[src/rtl/ball_pkg.sv]
// Shared types, key codes and screen defaults for the ball motion block.
package ball_pkg;

  localparam int unsigned SCREEN_W = 640;
  localparam int unsigned SCREEN_H = 480;

  // USB HID usage codes for the steering keys.
  localparam logic [7:0] KEY_A     = 8'h04;
  localparam logic [7:0] KEY_D     = 8'h07;
  localparam logic [7:0] KEY_W     = 8'h1A;
  localparam logic [7:0] KEY_S     = 8'h16;
  localparam logic [7:0] KEY_SPACE = 8'h2C;

  typedef enum logic [2:0] {
    DirStop  = 3'd0,
    DirLeft  = 3'd1,
    DirRight = 3'd2,
    DirUp    = 3'd3,
    DirDown  = 3'd4
  } dir_t;

  // Moves pos one step down (dec) or up (inc), saturating inside [lo, hi].
  // Comparisons are arranged so no intermediate value can wrap.
  function automatic logic [9:0] step_clamp(input logic [9:0] pos, input logic dec,
                                            input logic inc, input logic [9:0] lo,
                                            input logic [9:0] hi, input logic [9:0] step);
    logic [9:0] res;
    res = pos;
    if (dec) begin
      res = (pos < lo + step) ? lo : pos - step;
    end else if (inc) begin
      res = (pos > hi - step) ? hi : pos + step;
    end
    return res;
  endfunction

endpackage

[src/rtl/frame_edge_detect.sv]
// Two-flop synchronizer for the frame strobe plus a one-cycle rising-edge pulse.
module frame_edge_detect (
  input  logic clk_i,
  input  logic rst_ni,
  input  logic sig_i,
  output logic tick_o
);

  logic sync1_q, sync2_q, hist_q;

  always_ff @(posedge clk_i or negedge rst_ni) begin
    if (!rst_ni) begin
      sync1_q <= 1'b0;
      sync2_q <= 1'b0;
      hist_q  <= 1'b0;
    end else begin
      sync1_q <= sig_i;
      sync2_q <= sync1_q;
      hist_q  <= sync2_q;
    end
  end

  // Driven only by flops, so the pulse is glitch-free and zero during reset.
  assign tick_o = sync2_q & ~hist_q;

endmodule

[src/rtl/ball_motion.sv]
// Ball position/direction update once per frame with edge bounce and clamping.
// Define BALL_KEY_CTRL_EN for keyboard steering; otherwise the ball bounces on its own.
module ball_motion
  import ball_pkg::*;
#(
  parameter int unsigned X_CENTER = SCREEN_W / 2,
  parameter int unsigned Y_CENTER = SCREEN_H / 2,
  parameter int unsigned X_MAX    = SCREEN_W - 1,
  parameter int unsigned Y_MAX    = SCREEN_H - 1,
  parameter int unsigned STEP     = 1,
  parameter int unsigned SIZE     = 4
) (
  input  logic       Clk,
  input  logic       Reset_n,
  input  logic       frame_clk,
  input  logic [7:0] keycode,
  output logic [9:0] BallX,
  output logic [9:0] BallY,
  output logic [9:0] BallS,
  output logic [2:0] Dir,
  output logic       frame_tick
);

  localparam logic [9:0] Size  = 10'(SIZE);
  localparam logic [9:0] Step  = 10'(STEP);
  localparam logic [9:0] XMax  = 10'(X_MAX);
  localparam logic [9:0] YMax  = 10'(Y_MAX);
  localparam logic [9:0] XHi   = 10'(X_MAX - SIZE);
  localparam logic [9:0] YHi   = 10'(Y_MAX - SIZE);
  localparam logic [9:0] XInit = 10'(X_CENTER);
  localparam logic [9:0] YInit = 10'(Y_CENTER);

`ifdef BALL_KEY_CTRL_EN
  localparam dir_t DirReset = DirStop;
`else
  localparam dir_t DirReset = DirDown;
`endif

  dir_t       dir_q, dir_d, dir_key;
  logic [9:0] x_q, x_d, y_q, y_d;
  logic       tick;

  frame_edge_detect u_frame_edge_detect (
    .clk_i  (Clk),
    .rst_ni (Reset_n),
    .sig_i  (frame_clk),
    .tick_o (tick)
  );

`ifdef BALL_KEY_CTRL_EN
  always_comb begin
    dir_key = dir_q;
    case (keycode)
      KEY_A:     dir_key = DirLeft;
      KEY_D:     dir_key = DirRight;
      KEY_W:     dir_key = DirUp;
      KEY_S:     dir_key = DirDown;
      KEY_SPACE: dir_key = DirStop;
      default:   dir_key = dir_q;
    endcase
  end
`else
  logic unused_keycode;
  assign unused_keycode = ^keycode;
  assign dir_key        = dir_q;
`endif

  always_ff @(posedge Clk or negedge Reset_n) begin
    if (!Reset_n) begin
      dir_q <= DirReset;
      x_q   <= XInit;
      y_q   <= YInit;
    end else begin
      dir_q <= dir_d;
      x_q   <= x_d;
      y_q   <= y_d;
    end
  end

  // Bounce tests use the current direction and take priority over any key.
  always_comb begin
    dir_d = dir_q;
    x_d   = x_q;
    y_d   = y_q;
    if (tick) begin
      if (dir_q == DirRight && x_q + Size >= XMax) begin
        dir_d = DirLeft;
      end else if (dir_q == DirLeft && x_q <= Size) begin
        dir_d = DirRight;
      end else if (dir_q == DirUp && y_q <= Size) begin
        dir_d = DirDown;
      end else if (dir_q == DirDown && y_q + Size >= YMax) begin
        dir_d = DirUp;
      end else begin
        dir_d = dir_key;
      end
      x_d = step_clamp(x_q, dir_d == DirLeft, dir_d == DirRight, Size, XHi, Step);
      y_d = step_clamp(y_q, dir_d == DirUp, dir_d == DirDown, Size, YHi, Step);
    end
  end

  always_comb begin
    BallX      = x_q;
    BallY      = y_q;
    BallS      = Size;
    Dir        = dir_q;
    frame_tick = tick;
  end

endmodule

[config.mk]
export PLATFORM = sky130hd
export DESIGN_NAME = ball_motion
export DESIGN_NICKNAME = d
export VERILOG_FILES = /design/src/rtl/ball_pkg.sv /design/src/rtl/frame_edge_detect.sv /design/src/rtl/ball_motion.sv
export SDC_FILE = /design/constraint.sdc
export NUM_CORES = 1
export LEC_CHECK = 0
export BUFFER_PORTS_ARGS = -buffer_cell sky130_fd_sc_hd__clkbuf_2
export CAP_MARGIN = 20
export CORE_MARGIN = 3
export CORE_UTILIZATION = 35
export DETAILED_ROUTE_END_ITERATION = 8
export SLEW_MARGIN = 20
export SYNTH_ARGS = -nofsm -noshare
export SYNTH_HDL_FRONTEND = slang
export SYNTH_HIERARCHICAL = 1
export SYNTH_SLANG_ARGS = --single-unit
[constraint.sdc]
create_clock -name Clk -period 5.85 [get_ports Clk]
set_input_delay 0.2925 -clock Clk [delete_from_list [all_inputs] [get_ports Clk]]
set_output_delay 0.2925 -clock Clk [all_outputs]
set_load 0.02 [all_outputs]
==> metrics.cfg <==
[place]
port_buffers = 26
place_congestion = 0.909
dp_hpwl_microns = 4560

[pwr]
combPwrFrac_pct = 4.1
power_frac_seq_pct = 58.4
p_sw_share_pct = 25.5
ir_drop_mv = 0.0749
clockPowerShare_pct = 37.5
p_per_area_nw_per_um2 = 123
p_leak_uw = 0.00107
p_int_uw = 231
netSwitchingPower_uw = 79.4

[worst_setup_path]
cp.buffers_inverters = 1
critPathLaunch = BallY[0]$_DFFE_PN0P_
crit_type = flip-flop to flip-flop
worstPathMaxFanout = 9
r2r-end = BallY[3]$_DFFE_PN0P_
slowest_stage = nor2_1
crit_required_ps = 6030
r2r_slack_ps = 3200
cp-start-kind = flip-flop
critPathCaptureType = flip-flop
reg2reg_from = BallY[0]$_DFFE_PN0P_
cp_top_family = compound AO/OA/AOI/OAI gates
cp.arrival_ps = 2830
r2r_cells = 7
crit_chain = inv_1, ha_1, o2111ai_1, o21ai_2, nor2_1, o211ai_1, a32o_1
cpPeakStageDelay_ps = 600

[sta]
slew_headroom_pct = 35.4
tns_ps = 0
rsz0062_at_grt = false
final-hold-violation-count = 0
fin_worst_skew_ps = 3.86
max_freq_ghz = 0.378
setup_viol = 0
final.min_clock_period_ps = 2650
tightest_slew_ps = 966
maxSlewViolCount = 0
min_period_over_period_pct = 45.2

[cts]
insertion_delay_ps = 280
numClockSinks = 26
cts_tree = done
clockRootBuffer = clkbuf_8
cts_resized = 0
cts_made_buffers = 3
htree_num_levels = 1
cts_buffer_depth = 2
post_cts_buffers = 0
path_clk_slew_ps = 100
holdBufCountCts = 0

[grt]
grt_pass1_wl_microns = 10800
grt_pass1_vias = 2079
grt_antenna_before_repair = 0
grt.overflow.total = 0
grt_max_degree = 27
grt_usage_pct = 17.2

[detailed_routing]
wirelength_microns = 6570
top_layer = met4
via_per_inst = 5.99
wire_per_inst_microns = 17.0
ant_nets = 0
remaining_drc_errors = 0
vias = 2314
dr_wl_met2_microns = 2880
drtPass1Iterations = 4
drt_iter0_drc = 178
dr_wl_met3_microns = 384
met1Wirelength_microns = 3250

[cells_and_area]
seq_area_sq_um = 659
multi_input_area_sq_um = 1530
nets = 327
drive_gt1_share_pct = 16.5
area_delta_synth_final_pct = 4.62
final_util_pct = 38.8
fillCellCount = 667
num_antenna_cells = 0

[die]
dieHeight_microns = 89.0
rows = 29
initial_core_util_pct = 37.1
fp.dieW_microns = 89.0
dieArea_sq_um = 7920
ios = 45
core_sq_um = 6490

[logic_synthesis]
synth_xor_area_share_pct = 1.09
synth_compound_area_share_pct = 27.2
yosysSeqAreaShare_pct = 27.4
yosys_warnings = 6
synth_top_flop_cell = dfrtp_1
syn_area_per_cell_sq_um = 7.98
synth-adder-area-share_pct = 3.12
yosys_register_bits = 26
netlist_instances = 302
synth_top_family_by_area = compound AO/OA/AOI/OAI gates
muxShareOfSynthArea_pct = 4.26
synth_edf_count = 0
syn_area_sq_um = 2410
synthSimpleGateAreaFrac_pct = 26.3
async_flop_share_pct = 100
ys_types = 64

[job]
maxCapViolations = 0

[outcome]
outcome = completed

[min_path]
min_path_type = primary input to asynchronous set/reset pin

## worst max path at each step
stage,endpoint,slack [ps],cells after the start
after floorplan,BallX[8]$_DFFE_PN1P_,3490,10
after global placement,BallX[3]$_DFFE_PN0P_,3290,6
after detailed placement,BallX[2]$_DFFE_PN0P_,3270,6
after CTS,BallY[3]$_DFFE_PN0P_,3260,7
after global routing,BallY[3]$_DFFE_PN0P_,3020,6
final,BallY[3]$_DFFE_PN0P_,3200,7
## power groups by stage
| stage | Clock [uW] | Sequential, uW | Combinational (uW) |
|---|---|---|---|
| floorplan | 0 | 185 | 12.9 |
| CTS | 120 | 181 | 13.0 |
| global route | 128 | 182 | 14.5 |
| global placement | 0 | 185 | 12.9 |
| finish | 117 | 181 | 12.8 |
| detailed placement | 0 | 185 | 13.0 |
## layer usage
metal  global-route usage, %  up-vias
li1                        -     1118
met1                    25.5     1104
met2                    26.1       87
met3                    2.67        5
met4                    4.19        0
met5                       0        -
## through the flow
| step | instance area [sq um] | setup slack, ps | total power [uW] | hold WS [ps] | cells |
|---|---|---|---|---|---|
| 2_1_floorplan | 2440 | 3490 | 198 | -3.09 | 310 |
| 3_3_place_gp | 2480 | 3290 | 198 | 333 | 382 |
| 5_1_grt | 2520 | 3020 | 325 | 81.6 | 386 |
| 6_report | 2520 | 3200 | 311 | 21.3 | 386 |
| 3_5_place_dp | 2480 | 3270 | 198 | 337 | 382 |
| 4_1_cts | 2520 | 3260 | 315 | 57.6 | 386 |
## worst reg2reg max path: cells and delay by family, from the launching register on
family	cells	cell delay (ps)
AND/OR/NAND/NOR	1	600
flip-flops	1	460
buffers and inverters	1	130
adder cells (fa/ha/maj)	1	240
AO/OA/AOI/OAI	4	1100
## Yosys cell counts (4+ instances only)
master | instances | share of area [%]
inv_1 | 14 | 2.2
o211ai_1 | 8 | 2.5
ha_1 | 6 | 3.1
and3_1 | 5 | 1.3
o21ai_0 | 16 | 3.3
nand4_1 | 7 | 1.8
nand2_1 | 24 | 3.7
clkbuf_1 | 13 | 2.0
nand3_1 | 11 | 2.3
dfstp_2 | 7 | 7.6
buf_2 | 4 | 0.83
nor3_1 | 13 | 2.7
a31oi_1 | 6 | 1.6
dfrtp_1 | 19 | 20
o21ai_1 | 6 | 1.2
mux2i_1 | 8 | 3.3
a211oi_1 | 4 | 1.2
nor4_1 | 4 | 1.0
buf_4 | 11 | 3.4
nor2_1 | 29 | 4.5
a21oi_1 | 17 | 3.5
## final cells by class
class	instances	share of cell area [%]
clock buffer	4	1.79
inverter	14	2.08
multi-input combinational	238	60.7
sequential	26	26.2
tap	77	3.82
timing repair buffer	27	5.46
## cells in the final DEF (no fill, tap or decap), types with 4 or more instances in the layout
master	count
and3_1	5
nand4_1	7
o21ai_1	6
nor4_1	4
nor3_1	13
dfrtp_1	19
a211oi_1	4
clkbuf_2	26
nand2_1	24
mux2i_1	8
o211ai_1	8
inv_1	14
nand3_1	11
a31oi_1	6
ha_1	6
o21ai_0	16
a21oi_1	17
conb_1	10
dfstp_2	7
nor2_1	29
## cell families (layout without fill, tap and decap cells)
logic type / count (synthesis) / after routing
AND/OR/NAND/NOR: 118 / 118
XOR/XNOR: 3 / 3
adder cells (fa/ha/maj): 6 / 6
AO/OA/AOI/OAI: 91 / 91
flip-flops: 26 / 26
buffers and inverters: 46 / 45
other: 2 / 10
multiplexers: 10 / 10
## sequential cells by signal, summed over array words and instances, names as in the netlist
register / flops
BallX: 10
BallY: 10
Dir: 3
u_frame_edge_detect/hist_q: 1
u_frame_edge_detect/sync1_q: 1
u_frame_edge_detect/sync2_q: 1
No activity file was read; power rests on OpenSTA's default activity.
